**src/rtl/calendar_clock.sv**
```systemverilog
// calendar_clock: seconds-through-years calendar counter driven by a
// one-second strobe. All carries ripple within a single clock edge.
// Supports a synchronous load, optional Gregorian month lengths with
// leap-year February, and an hour:minute alarm.
//
// Ports:
//   clk        - system clock, rising edge
//   reset      - synchronous active-high clear of all state
//   tick       - one-second strobe, one clk wide
//   set_en     - load set_* values this edge (overrides tick)
//   set_*      - load values; out-of-range fields load 0
//   alarm_en   - enables alarm comparison
//   alarm_hour - alarm hour
//   alarm_min  - alarm minute
//   seconds..years - registered time (days and months are 0-based)
//   alarm      - one-cycle pulse when a tick reaches alarm_hour:alarm_min:00
//   year_wrap  - one-cycle pulse when years wraps to 0
module calendar_clock #(
  parameter int unsigned SEC_PER_MIN     = 60,
  parameter int unsigned MIN_PER_HOUR    = 60,
  parameter int unsigned HOURS_PER_DAY   = 24,
  parameter int unsigned DAYS_PER_MONTH  = 30,
  parameter int unsigned MONTHS_PER_YEAR = 12,
  parameter int unsigned GREGORIAN       = 0,
  parameter int unsigned YEAR_W          = 7,
  localparam int unsigned MONTHS  = (GREGORIAN != 0) ? 12 : MONTHS_PER_YEAR,
  localparam int unsigned DAY_MAX = (GREGORIAN != 0) ? 31 : DAYS_PER_MONTH,
  localparam int unsigned SW  = $clog2(SEC_PER_MIN),
  localparam int unsigned MW  = $clog2(MIN_PER_HOUR),
  localparam int unsigned HW  = $clog2(HOURS_PER_DAY),
  localparam int unsigned DW  = $clog2(DAY_MAX),
  localparam int unsigned MOW = $clog2(MONTHS)
) (
  input  logic              clk,
  input  logic              reset,
  input  logic              tick,
  input  logic              set_en,
  input  logic [SW-1:0]     set_sec,
  input  logic [MW-1:0]     set_min,
  input  logic [HW-1:0]     set_hour,
  input  logic [DW-1:0]     set_day,
  input  logic [MOW-1:0]    set_month,
  input  logic [YEAR_W-1:0] set_year,
  input  logic              alarm_en,
  input  logic [HW-1:0]     alarm_hour,
  input  logic [MW-1:0]     alarm_min,
  output logic [SW-1:0]     seconds,
  output logic [MW-1:0]     minutes,
  output logic [HW-1:0]     hours,
  output logic [DW-1:0]     days,
  output logic [MOW-1:0]    months,
  output logic [YEAR_W-1:0] years,
  output logic              alarm,
  output logic              year_wrap
);

  // Number of days in month m of year y (year 0 is 2000, so y%4==0 is leap).
  function automatic int unsigned month_len(input logic [MOW-1:0]    m,
                                            input logic [YEAR_W-1:0] y);
    int unsigned len;
    if (GREGORIAN == 0) begin
      len = DAYS_PER_MONTH;
    end else begin
      case (32'(m))
        1:             len = ((32'(y) % 4) == 0) ? 29 : 28;
        3, 5, 8, 10:   len = 30;
        default:       len = 31;
      endcase
    end
    return len;
  endfunction

  // Carry out of each field on a tick, and the resulting next values.
  logic sec_c, min_c, hour_c, day_c, mon_c, year_c;
  logic [SW-1:0]     sec_inc;
  logic [MW-1:0]     min_inc;
  logic [HW-1:0]     hour_inc;
  logic [DW-1:0]     day_inc;
  logic [MOW-1:0]    mon_inc;
  logic [YEAR_W-1:0] year_inc;
  logic              alarm_hit;

  // Clamped load values.
  logic [SW-1:0]  ld_sec;
  logic [MW-1:0]  ld_min;
  logic [HW-1:0]  ld_hour;
  logic [DW-1:0]  ld_day;
  logic [MOW-1:0] ld_month;

  always_comb begin
    sec_c  = (32'(seconds) == SEC_PER_MIN - 1);
    min_c  = sec_c  && (32'(minutes) == MIN_PER_HOUR - 1);
    hour_c = min_c  && (32'(hours) == HOURS_PER_DAY - 1);
    day_c  = hour_c && (32'(days) == month_len(months, years) - 1);
    mon_c  = day_c  && (32'(months) == MONTHS - 1);
    year_c = mon_c  && (years == '1);

    sec_inc  = sec_c ? '0 : seconds + SW'(1);
    min_inc  = !sec_c  ? minutes : (min_c  ? '0 : minutes + MW'(1));
    hour_inc = !min_c  ? hours   : (hour_c ? '0 : hours + HW'(1));
    day_inc  = !hour_c ? days    : (day_c  ? '0 : days + DW'(1));
    mon_inc  = !day_c  ? months  : (mon_c  ? '0 : months + MOW'(1));
    // Years span the full field width, so natural overflow is the wrap.
    year_inc = !mon_c  ? years   : years + YEAR_W'(1);

    alarm_hit = alarm_en && (hour_inc == alarm_hour) &&
                (min_inc == alarm_min) && (sec_inc == '0);
  end

  always_comb begin
    ld_sec   = (32'(set_sec)   >= SEC_PER_MIN)   ? '0 : set_sec;
    ld_min   = (32'(set_min)   >= MIN_PER_HOUR)  ? '0 : set_min;
    ld_hour  = (32'(set_hour)  >= HOURS_PER_DAY) ? '0 : set_hour;
    ld_month = (32'(set_month) >= MONTHS)        ? '0 : set_month;
    // Day validity depends on the month/year being loaded, not the current one.
    ld_day   = (32'(set_day) >= month_len(ld_month, set_year)) ? '0 : set_day;
  end

  always_ff @(posedge clk) begin
    if (reset) begin
      seconds   <= '0;
      minutes   <= '0;
      hours     <= '0;
      days      <= '0;
      months    <= '0;
      years     <= '0;
      alarm     <= 1'b0;
      year_wrap <= 1'b0;
    end else if (set_en) begin
      seconds   <= ld_sec;
      minutes   <= ld_min;
      hours     <= ld_hour;
      days      <= ld_day;
      months    <= ld_month;
      years     <= set_year;
      alarm     <= 1'b0;
      year_wrap <= 1'b0;
    end else if (tick) begin
      seconds   <= sec_inc;
      minutes   <= min_inc;
      hours     <= hour_inc;
      days      <= day_inc;
      months    <= mon_inc;
      years     <= year_inc;
      alarm     <= alarm_hit;
      year_wrap <= year_c;
    end else begin
      alarm     <= 1'b0;
      year_wrap <= 1'b0;
    end
  end

endmodule

```
**config.mk**
```make
export PLATFORM = sky130hd
export DESIGN_NAME = calendar_clock
export DESIGN_NICKNAME = d
export VERILOG_FILES = /design/src/rtl/calendar_clock.sv
export SDC_FILE = /design/constraint.sdc
export NUM_CORES = 1
export LEC_CHECK = 0
export ABC_AREA = 1
export BUFFER_PORTS_ARGS = -buffer_cell sky130_fd_sc_hd__clkbuf_2
export CAP_MARGIN = 20
export CORE_MARGIN = 5
export CORE_UTILIZATION = 45
export CTS_BUF_LIST = sky130_fd_sc_hd__clkbuf_8
export CTS_CLUSTER_SIZE = 30
export DETAILED_ROUTE_END_ITERATION = 12
export PLACE_DENSITY = 0.75
export SETUP_SLACK_MARGIN = 0.1
export SLEW_MARGIN = 20
export SYNTH_ARGS = -nofsm -noshare
export SYNTH_HDL_FRONTEND = slang
export SYNTH_SLANG_ARGS = --single-unit
```
**constraint.sdc**
```tcl
create_clock -name clk -period 1.9 [get_ports clk]
set_clock_uncertainty 0.2 [all_clocks]
set_input_delay 0.38 -clock clk [delete_from_list [all_inputs] [get_ports clk]]
set_output_delay 0.38 -clock clk [all_outputs]
set_load 0.02 [all_outputs]
```
# Word-level counts from Yosys, hierarchy flattened
# Cells that the tools add are included.
[totals] reg_bits=35 wordCells=72
[op_classes] add_sub_neg=6 n_lt_le_gt_ge=5 eq_ne=8 muxes=27 bitwise=1 n_reduce_logical=17
[op_table] operator="2-to-1 mux 6 bit" n=9
[op_table] operator="2-to-1 mux 5 bit" n=10
[op_table] operator="2-to-1 mux 7 bit" n=3
[op_table] operator="2-to-1 mux 4 bit" n=5
[op_table] operator="adder 6 x 1 -> 6 bit, second input constant" n=2
[op_table] operator="== test 6 bit, second input constant" n=2
[op_table] operator="greater-or-equal comparator 6 bit, second input constant" n=2
[op_table] operator="adder 5 x 1 -> 5 bit, second input constant" n=2
[op_table] operator="== test 5 bit, second input constant" n=2
[op_table] operator="greater-or-equal comparator 5 bit, second input constant" n=2
[op_table] operator="logical AND 1 bit" n=8
[op_table] operator="nonzero test 2 bit" n=4
[op_table] operator="adder 7 x 1 -> 7 bit, second input constant" n=1
[op_table] operator="== test 7 bit, second input constant" n=1
[op_table] operator="== test 6 bit" n=1
[op_table] operator="zero test 6 bit" n=1
[op_table] operator="AND reduction 2 bit" n=3
[op_table] operator="== test 5 bit" n=1
[op_table] operator="adder 4 x 1 -> 4 bit, second input constant" n=1
[op_table] operator="== test 4 bit, second input constant" n=1
[op_table] operator="greater-or-equal comparator 4 bit, second input constant" n=1
[op_table] operator="OR reduction 3 bit" n=1
[op_table] operator="inverter 1 bit" n=1

# Logic depth before layout (Yosys ltp)
# Gate-level depths: netlist of run 1.
[depth] ltp_word=9 mapped_depth=14 mapped_depth_nobuf=14

# Worst setup path after synthesis of run 1
# No wires, ideal clock.
[synth_path] kind="reg2reg" start="register seconds[0]" end="register years[3]" setup_ns=0.115 arrival_ns=1.806 required_ns=1.585 path_slack_ns=-0.221 path_stages_with_launch=13 period_less_slack_ns=2.121 path_cell_list="dfxtp_1 -> ha_1 -> inv_2 -> nor2_4 -> nand2_4 -> nor2_4 -> nand3_2 -> nand3b_4 -> nand2_4 -> buf_6 -> nand3b_1 -> nand2_1 -> nor2_1"
[synth_via] elab_chain_len=7
[synth_lines] item="start, declared" line="47" text="output logic [SW-1:0] seconds,"
[synth_lines] item="start signal, assigned" line="130" text="seconds <= ld_sec;"
[synth_lines] item="start signal, assigned" line="139" text="seconds <= sec_inc;"
[synth_lines] item="== test 6 bit" line="91" text="sec_c = (32'(seconds) == SEC_PER_MIN - 1);"
[synth_lines] item="logical AND 1 bit" line="92" text="min_c = sec_c && (32'(minutes) == MIN_PER_HOUR - 1);"
[synth_lines] item="logical AND 1 bit" line="93" text="hour_c = min_c && (32'(hours) == HOURS_PER_DAY - 1);"
[synth_lines] item="logical AND 1 bit" line="94" text="day_c = hour_c && (32'(days) == month_len(months, years) - 1);"
[synth_lines] item="logical AND 1 bit" line="95" text="mon_c = day_c && (32'(months) == MONTHS - 1);"
[synth_lines] item="nonzero test 2 bit (no source line)"
[synth_lines] item="AND reduction 2 bit (no source line)"
[synth_lines] item="end signal, assigned" line="135" text="years <= set_year;"
[synth_lines] item="end signal, assigned" line="144" text="years <= year_inc;"
[synth_lines] item="end, declared" line="52" text="output logic [YEAR_W-1:0] years,"
# Every way passes these cells.
# A chain may end at the register's enable or synchronous reset.

# Final worst setup path of run 1
[layout_path] start="register seconds[1]" end="register years[0]"
# Same word-level chain as after synthesis.

==> flow_metrics.env, run 1 <==
export IMPL_place_congestion=0.868
export IMPL_critical_path_startpoint="seconds[1]"
export IMPL_irDropWorstVdd_mv=0.313
export IMPL_endpoint_kind="register"
export IMPL_firstDrtPassIters=4
export IMPL_numClockSinks=35
export IMPL_dieWidth_um=86.7
export IMPL_rsz0062_at_grt="yes"
export IMPL_cts_buffers=5
export IMPL_slew_headroom_pct=77.4
export IMPL_ys_seq_area_share_pct=26.4
export IMPL_crit_type="register to register"
export IMPL_place_worst_setup_slack_ns=0.00521
export IMPL_yosys_warnings=0
export IMPL_hp_class="primary input to register"
export IMPL_drt_total_wl_um=8040
export IMPL_dieHeight_um=86.7
export IMPL_fin_crit_ns=1.86
export IMPL_io_pins=84
export IMPL_setup_viol=0
export IMPL_synth_top_area_share_pct=26.4
export IMPL_power_per_cell_area_nw_per_um2=624
export IMPL_clock_path_buffers=2
export IMPL_syn_num_nets=473
export IMPL_worstRegToRegCells=11
export IMPL_max_freq_ghz=0.539
export IMPL_ys_flop_type="dfxtp_1"
export IMPL_leakage_nw=1.81
export IMPL_yosysUniqueCellTypes=32
export IMPL_hpwl_um=6110
export IMPL_r2r_end="years[0]"
export IMPL_fin_ws_ns=0.0438
export IMPL_grt_max_degree=24
export IMPL_mostFrequentLayoutCells="92 x nand2_1, 83 x clkbuf_2, 46 x nand3_1"
export IMPL_h_tree_depth=2
export IMPL_clk_pin_slew_ns=0.08
export IMPL_startpoint_type="register"
export IMPL_antenna_found_initial=0
export IMPL_cts_tree="yes"
export IMPL_overflow=0
export IMPL_cp_data_arrival_time_ns=1.86
export IMPL_grt_pass1_vias=3004
export IMPL_routed_via_count=3143
export IMPL_nNetsFinal=581
export IMPL_min_to="seconds[1]"
export IMPL_insertedDiodeCount=0
export IMPL_grt_pass1_wl_um=13300
export IMPL_portBuffers=83
export IMPL_avgSynthCellArea_um2=6.37
export IMPL_reg2reg_slack_ns=0.04
export IMPL_synth_seq_cells=35
export IMPL_drt_iter0_drc=167
export IMPL_core_area_um2=5820
export IMPL_min_from="set_sec[1]"
export IMPL_clockRootBuffer="clkbuf_8"
export IMPL_clock_latency_ns=0.30
export IMPL_vias_per_cell=5.24
export IMPL_start_util_pct=45.6
export IMPL_drc=0
export IMPL_drive_above_1_share_pct=34.7
export IMPL_r2r_start="seconds[1]"
export IMPL_ctsHoldBuffers=0
export IMPL_worstMarginPinSlew_ns=0.340
export IMPL_setup_tns_ns=0
export IMPL_area_growth_pct=36.5
export IMPL_crit_required_ns=1.90
export IMPL_path_max_fanout=7
export IMPL_grt_usage_pct=21.8
export IMPL_num_rows=28
export IMPL_postSynthCellCount=416
export IMPL_synth_edff_count=0
export IMPL_synth_area_top_cells="dfxtp_1 26%, nand2_1 14%, nand3_1 9.4%"
export IMPL_min_path_cells=3
export IMPL_outcome="finished, final reports clean"
export IMPL_maxCapViolCount=0
export IMPL_antenna_left=0
export IMPL_netlist_area_um2=2650
export IMPL_wl_per_cell_um=13.4
export IMPL_dieArea_um2=7520
export IMPL_async_reset_ff_share_pct=0
export IMPL_hold_violations=0
export IMPL_period_share_pct=97.7
export IMPL_slew_viol_final=0
export IMPL_synth_top_area_cell="dfxtp_1"
export IMPL_final_common_cell="nand2_1"
[worst max-delay path: stages (launching register included)]
cell and delay (ns):
dfxtp_4 0.36, ha_4 0.15, inv_2 0.04, nor2_4 0.09
nand2_4 0.09, nor2_4 0.15, nand3_2 0.10, nand3b_4 0.23
nand2_8 0.13, nand2_4 0.07, nor2_1 0.09, nor2_1 0.06
[through the flow]
step / power [W] / hold slack [ns] / cells / utilization [%] / cell area (um^2)
2_1_floorplan: 0.00120 / 0.312 / 416 / - / 2710
3_3_place_gp: 0.00140 / 0.297 / 581 / 57.0 / 3320
3_5_place_dp: 0.00141 / 0.302 / 581 / 57.0 / 3320
4_1_cts: 0.00225 / 0.116 / 594 / 60.7 / 3530
5_1_grt: 0.00238 / 0.136 / 600 / 62.2 / 3620
6_report: 0.00226 / 0.118 / 600 / 62.2 / 3620
[power by group]
| part | switching (W) | internal (W) |
|---|---|---|
| registers | 0.0000686 | 0.000787 |
| clock network | 0.000308 | 0.000524 |
| logic | 0.000340 | 0.000231 |
| total | 0.000716 | 0.00154 |
[flip-flops by register name (all words and copies together) (netlist names)]
name / flops
years: 7
minutes: 6
seconds: 6
days: 5
hours: 5
months: 4
alarm: 1
year_wrap: 1
[cell type report]
class / count / area, um^2
Inverter: 48 / 183
Tap cell: 75 / 93.8
Clock inverter: 3 / 67.6
Timing Repair Buffer: 114 / 661
Clock buffer: 5 / 68.8
Fill cell: 584 / 2200
Sequential cell: 35 / 737
Multi-Input combinational cell: 320 / 1810
[layer usage]
layer	vias up	wire [um]	GRT usage, %
met2	103	4020	39.9
met4	0	104	6.52
met5	-	0	0
met3	12	581	4.85
met1	1417	3340	25.2
li1	1611	-	-
[cell usage after synthesis (5+ instances only)]
cell / n
nor2_1: 44
nand3_1: 50
a21oi_1: 19
inv_1: 44
nand2_1: 97
nor2_4: 5
ha_1: 8
clkbuf_1: 11
o21ai_0: 29
a31oi_1: 8
nand4_1: 13
dfxtp_1: 35
[how the worst max path moves through the flow]
stage	endpoint	depth (start not counted)
after global placement	alarm	10
after floorplan	years[3]	12
after detailed placement	alarm	10
after global routing	years[0]	12
final	years[0]	11
after CTS	alarm	10
[timing repair]
action	in CTS	in global routing
pin swaps	6	5
cloned	1	0
setup endpoints to repair	12	19
gates resized for setup	8	13
buffers inserted	4	6
[cells by family (layout without fill, tap and decap cells)]
group | count (synthesis) | after routing | synth area share, %
fa+ha+maj | 8 | 8 | 3.78
flops | 35 | 35 | 26.4
buf+inv | 62 | 170 | 9.63
xor+xnor | 7 | 7 | 2.31
simple gates | 233 | 234 | 42.6
compound gates | 71 | 71 | 15.3
Note: power is estimated with default switching activity, not from simulation.
==> inputs of run 2 (changes only) <==
Settings changed: ABC_AREA 1 to default.
==> run 2 against run 1 <==
Net effect:
- the run now ends with negative setup slack left
- non-clock buffer count increased by 65
- first-iteration DRC count increased by 130%
- core utilization increased by 15 points
- power decreased by 10%
- synthesized area decreased by 0.47%
- worst hold slack got worse by 0.0068 ns
- wire length increased by 39%
- critical endpoint is now years[3]
==> flow_metrics.env, run 2 <==
export IMPL_ys_top_cells_by_count="36 x nor2_1, 35 x dfxtp_1, 29 x a21oi_1"
export IMPL_min_from="set_sec[1]"
export IMPL_fin_crit_ns=2.27
export IMPL_synth_top_area_share_pct=26.6
export IMPL_nFillCells=381
export IMPL_grt_pass1_vias=3481
export IMPL_hpwl_um=7210
export IMPL_h_tree_depth=2
export IMPL_insertedDiodeCount=0
export IMPL_yosys_warnings=0
export IMPL_antenna_left=0
export IMPL_yosysMostFrequentCell="nor2_1"
export IMPL_antenna_found_initial=0
export IMPL_dieArea_um2=7490
export IMPL_numClockSinks=35
export IMPL_dieWidth_um=86.6
export IMPL_synth_edff_count=0
export IMPL_irDropWorstVdd_mv=0.412
export IMPL_largest_reg_flops=7
export IMPL_routed_via_count=3629
export IMPL_firstDrtPassIters=6
export IMPL_setup_viol=22
export IMPL_yosysUniqueCellTypes=65
export IMPL_place_congestion=0.988
export IMPL_grt_max_degree=34
export IMPL_nNetsFinal=568
export IMPL_clock_latency_ns=0.29
export IMPL_crit_type="register to register"
export IMPL_slew_headroom_pct=66.2
export IMPL_wl_per_cell_um=19.1
export IMPL_startpoint_type="register"
export IMPL_outcome="finished with violations"
export IMPL_rsz0062_at_grt="yes"
export IMPL_cp_slowest_cell="or3_1"
export IMPL_drt_total_wl_um=11100
export IMPL_power_per_cell_area_nw_per_um2=466
export IMPL_dieHeight_um=86.6
export IMPL_hold_slack_ns=0.112
export IMPL_grt_pass1_wl_um=16400
export IMPL_critical_path_startpoint="minutes[1]"
export IMPL_ys_seq_area_share_pct=26.6
export IMPL_synth_seq_cells=35
export IMPL_final_util_pct=77.3
export IMPL_cts_buffers=5
export IMPL_reg_top3="years x7, minutes x6, seconds x6"
export IMPL_dr_wl_met3_um=997
export IMPL_core_area_um2=5610
export IMPL_maxCapViolCount=0
export IMPL_drt_iter0_drc=386
export IMPL_clockRootBuffer="clkbuf_8"
export IMPL_regMostFlops="years"
export IMPL_drive_above_1_share_pct=50.4
export IMPL_slew_viol_final=0
export IMPL_vias_per_cell=6.21
export IMPL_clk_pin_slew_ns=0.07
export IMPL_portBuffers=83
export IMPL_hp_class="primary input to register"
export IMPL_start_util_pct=47.0
export IMPL_period_share_pct=119
export IMPL_worstMarginPinSlew_ns=0.507
export IMPL_syn_num_nets=405
export IMPL_hold_violations=0
export IMPL_area_growth_pct=64.4
export IMPL_overflow=0
export IMPL_violations="negative setup slack"
export IMPL_synth_top_area_cell="dfxtp_1"
export IMPL_ys_flop_type="dfxtp_1"
export IMPL_power_total_w=0.00202
export IMPL_io_pins=84
export IMPL_path_cells="ha_4 > inv_2 > nor4_4 > nand4_1 > or3_1 > a311oi_1"
export IMPL_postSynthCellCount=348
export IMPL_drc=0
export IMPL_slowest_delay_ns=0.40
export IMPL_avgSynthCellArea_um2=7.58
export IMPL_cts_tree="yes"
export IMPL_cp_num_buf_inv=1
export IMPL_path_delay_family="simple AND/OR/NAND/NOR gates"
export IMPL_met2RoutedLength_um=5270
export IMPL_cp_data_arrival_time_ns=2.25
export IMPL_crit_required_ns=1.88
export IMPL_mostFrequentLayoutCells="83 x clkbuf_2, 81 x buf_4, 33 x nor2_1"
export IMPL_wl_met1_um=4370
export IMPL_clock_path_buffers=2
export IMPL_r2r_start="minutes[1]"
export IMPL_path_max_fanout=5
export IMPL_routed_top_layer="met4"
export IMPL_max_freq_ghz=0.441
export IMPL_fin_ws_ns=-0.367
export IMPL_synth_area_top_cells="dfxtp_1 27%, a21oi_1 5.5%, nor2_1 5.1%"
export IMPL_grt_usage_pct=27.0
export IMPL_netlist_area_um2=2640
export IMPL_leakage_nw=1.87
export IMPL_final_common_cell="clkbuf_2"
export IMPL_async_reset_ff_share_pct=0
export IMPL_endpoint_kind="register"
export IMPL_num_rows=27
-- run 2: cell count changes after synthesis, moves of 10 or more --
cell     before  now
inv_1        44   14
nand3_1      50   14
o21ai_0      29   16
nor3_1        3   13
a22oi_1       0   10
nand2_1      97   23
a21oi_1      19   29
-- run 2: logic make-up after synthesis --
logic type	Yosys count	synth area share (%)
muxes	7	2.70
AOI/OAI and AO/OA	111	28.8
buffers and inverters	37	5.98
and+or+nand+nor	136	27.5
DFF	35	26.6
xor gates and xnor gates	14	4.65
adders and majority gates	8	3.80
-- run 2: path summary, 6_finish.rpt --
| path | endpoint | slack (ns) | cells past startpoint |
|---|---|---|---|
| worst max-delay path | years[3] | -0.37 | 6 |
| worst max register to register | years[3] | -0.37 | 6 |
| worst min register to register | seconds[3] | 0.35 | 2 |
| worst min-delay path | seconds[1] | 0.11 | 3 |
-- run 2: worst register-to-register path, stage by stage (launching register included) --
cell,delay (ns)
dfxtp_4,0.36
ha_4,0.18
inv_2,0.07
nor4_4,0.36
nand4_1,0.25
or3_1,0.40
a311oi_1,0.34
-- run 2: area by class of cell --
cell class / count / area, um^2 / share of cell area, %
multi-input cells: 276 / 2160 / 49.9
repair buffers: 179 / 1210 / 27.9
flip-flops and latches: 35 / 741 / 17.1
well taps: 72 / 90.1 / 2.08
clock buffers: 5 / 68.8 / 1.59
inverters: 14 / 52.6 / 1.21
clock inverters: 3 / 12.5 / 0.289
-- run 2: layer usage --
layer / up-vias / global-route usage (%)
met3: 66 / 5.32
met5: - / 0
met4: 0 / 8.92
li1: 1641 / -
met2: 249 / 44.8
met1: 1673 / 34.8
-- run 2: power breakdown --
group          internal [W]  total, W  switching, W  leakage (nW)
clock              0.000247  0.000526      0.000279        0.0505
sequential         0.000777  0.000820     0.0000432         0.296
combinational      0.000296  0.000677      0.000381          1.52
total               0.00132   0.00202      0.000703          1.87
-- run 2: per-stage QoR --
| step | setup slack (ns) | setup TNS, ns | cell area (um^2) | instances |
|---|---|---|---|---|
| CTS | -0.254 | -2.07 | 4160 | 581 |
| detailed placement | -0.385 | -5.11 | 3800 | 563 |
| floorplan | -0.327 | -3.55 | 2800 | 348 |
| global route | -0.513 | -5.18 | 4340 | 584 |
| global placement | -0.365 | -3.92 | 3800 | 563 |
| finish | -0.367 | -3.12 | 4340 | 584 |
-- run 2: what timing repair did --
action	CTS	global route
endpoints found under the hold margin	0	0
resized for setup	44	35
hold buffers	0	0
setup endpoints to repair	27	30
pin swaps	27	25
setup buffers	12	5
==> inputs of run 3 (changes only) <==
Settings changed: CORE_UTILIZATION 45 to 48, PLACE_DENSITY 0.75 to 0.79.
==> run 3 against run 2 <==
Net effect:
- the flow still finishes with violations (negative setup slack)
- core utilization increased by 2.8 points
- global-route usage rose by 0.19 points
- cell area increased by 0.52%
- die area fell by 5.5%
- clock-buffer cell count stayed put
- power is 2.0% higher
- combinational power grew 0.7%
==> flow_metrics.env, run 3 (synthesized netlist as in run 2, its figures left out) <==
export IMPL_clock_latency_ns=0.30
export IMPL_path_max_fanout=5
export IMPL_vias_per_cell=6.18
export IMPL_cp_depth=8
export IMPL_r2r_end="alarm"
export IMPL_dieArea_um2=7080
export IMPL_clk_pin_slew_ns=0.08
export IMPL_io_pins=84
export IMPL_hold_slack_ns=0.122
export IMPL_grt_usage_pct=27.1
export IMPL_crit_type="register to register"
export IMPL_period_share_pct=121
export IMPL_rsz0062_at_grt="yes"
export IMPL_startpoint_type="register"
export IMPL_slew_headroom_pct=70.3
export IMPL_hold_violations=0
export IMPL_critical_path_startpoint="seconds[0]"
export IMPL_drt_iter0_drc=278
export IMPL_antenna_found_initial=0
export IMPL_clock_path_buffers=2
export IMPL_drt_total_wl_um=10900
export IMPL_max_freq_ghz=0.436
export IMPL_mostFrequentLayoutCells="87 x buf_4, 83 x clkbuf_2, 32 x nor2_1"
export IMPL_antenna_left=0
export IMPL_power_per_cell_area_nw_per_um2=473
export IMPL_routed_via_count=3618
export IMPL_leakage_nw=1.88
export IMPL_worstRegToRegCells=8
export IMPL_cts_tree="yes"
export IMPL_num_rows=27
export IMPL_grt_pass1_wl_um=15900
export IMPL_drc=0
export IMPL_ctsHoldBuffers=0
export IMPL_path_cells="ha_4 > nand3_4 > buf_6 > a221oi_4 > o311ai_1 > a2111o_1 > a2111oi_4 > and4_1"
export IMPL_hp_class="primary input to register"
export IMPL_overflow=0
export IMPL_setup_viol=22
export IMPL_firstDrtPassIters=5
export IMPL_numClockSinks=35
export IMPL_endpoint_kind="register"
export IMPL_dieWidth_um=84.1
export IMPL_nFillCells=351
export IMPL_wl_per_cell_um=18.7
export IMPL_place_area_um2=3800
export IMPL_portBuffers=83
export IMPL_slew_viol_final=0
export IMPL_irDropWorstVdd_mv=0.478
export IMPL_outcome="finished with violations"
export IMPL_r2r_start="seconds[0]"
export IMPL_hpwl_um=7310
export IMPL_insertedDiodeCount=0
export IMPL_grt_pass1_vias=3429
export IMPL_cts_buffers=5
export IMPL_place_congestion=0.990
export IMPL_grt_max_degree=34
export IMPL_maxCapViolCount=0
export IMPL_reg_top3="years x7, minutes x6, seconds x6"
export IMPL_multiInputGateArea_um2=2190
export IMPL_critPathCapture="alarm"
export IMPL_path_delay_family="compound AO/OA/AOI/OAI gates"
export IMPL_fin_area_um2=4360
export IMPL_violations="negative setup slack"
export IMPL_slowest_delay_ns=0.37
export IMPL_cp_slowest_cell="dfxtp_4"
export IMPL_largest_reg_flops=7
export IMPL_core_area_um2=5440
export IMPL_cp_data_arrival_time_ns=2.34
export IMPL_crit_required_ns=1.94
export IMPL_dieHeight_um=84.1
export IMPL_fin_crit_ns=2.30
export IMPL_h_tree_depth=2
export IMPL_fin_ws_ns=-0.396
export IMPL_nNetsFinal=569
export IMPL_drive_above_1_share_pct=51.3
export IMPL_final_common_cell="buf_4"
export IMPL_worstMarginPinSlew_ns=0.445
export IMPL_reg2reg_slack_ns=-0.40
export IMPL_start_util_pct=48.5
export IMPL_regMostFlops="years"
export IMPL_seq_area_um2=738
export IMPL_cp_num_buf_inv=1
export IMPL_area_growth_pct=65.3
export IMPL_clockRootBuffer="clkbuf_8"
[run 3: cell count changes in the layout (fill, tap and decap cells not counted), moves of 2 or more]
cell	previous run	this run
o21ai_1	6	4
nor3_4	1	3
clkinvlp_4	0	2
a21oi_2	4	8
a21oi_1	24	21
buf_6	13	7
o21ai_0	9	11
buf_4	81	87
and3_1	4	6
[run 3: repair_timing]
| action | CTS | global route |
|---|---|---|
| hold endpoints to repair | 0 | 0 |
| setup endpoints to repair | 25 | 32 |
| setup buffers | 7 | 8 |
| pin swaps | 30 | 18 |
| cloned | 0 | 0 |
| resized for setup | 39 | 37 |
[run 3: worst min-delay path: cells and delay by family]
family,cells,cell delay [ns]
compound gates,1,0.06
buf+inv,1,0.08
simple gates,1,0.06
[run 3: power breakdown]
| part | switching (W) | internal [W] |
|---|---|---|
| registers | 0.0000469 | 0.000777 |
| logic | 0.000381 | 0.000301 |
| clock network | 0.000306 | 0.000251 |
| total | 0.000733 | 0.00133 |
[run 3: how the worst min path moves through the flow]
stage	from	to	slack, ns	depth (start not counted)
6_report	set_year[4]	years[4]	0.12	3
5_1_grt	set_sec[1]	seconds[1]	0.13	3
4_1_cts	set_sec[1]	seconds[1]	0.12	3
3_5_place_dp	years[6]	year_wrap	0.32	1
3_3_place_gp	months[3]	months[3]	0.31	2
2_1_floorplan	set_sec[1]	seconds[1]	0.31	2
[run 3: final cells by class]
class	count	share of cell area [%]
inverters	14	1.29
well taps	72	2.07
clock buffers	5	1.58
clock inverters	3	0.373
flip-flops and latches	35	16.9
multi-input cells	276	50.2
repair buffers	180	27.6
[run 3: through the flow]
stage                     std cells  util, %  setup slack [ns]  power, W  TNS, ns
after floorplan                 348        -            -0.327   0.00115    -3.55
after global placement          563     69.9            -0.452   0.00141    -4.54
after detailed placement        563     69.9            -0.486   0.00143    -6.90
after CTS                       578     75.6            -0.407   0.00199    -4.44
after global routing            585     80.1            -0.462   0.00214    -6.50
final                           585     80.1            -0.396   0.00206    -4.71
[run 3: layer usage]
layer	vias to the layer above	wire [um]	GRT usage, %
met5	-	0	0
li1	1639	-	-
met4	0	426	8.33
met3	41	751	4.34
met1	1734	4320	32.5
met2	204	5450	49.3
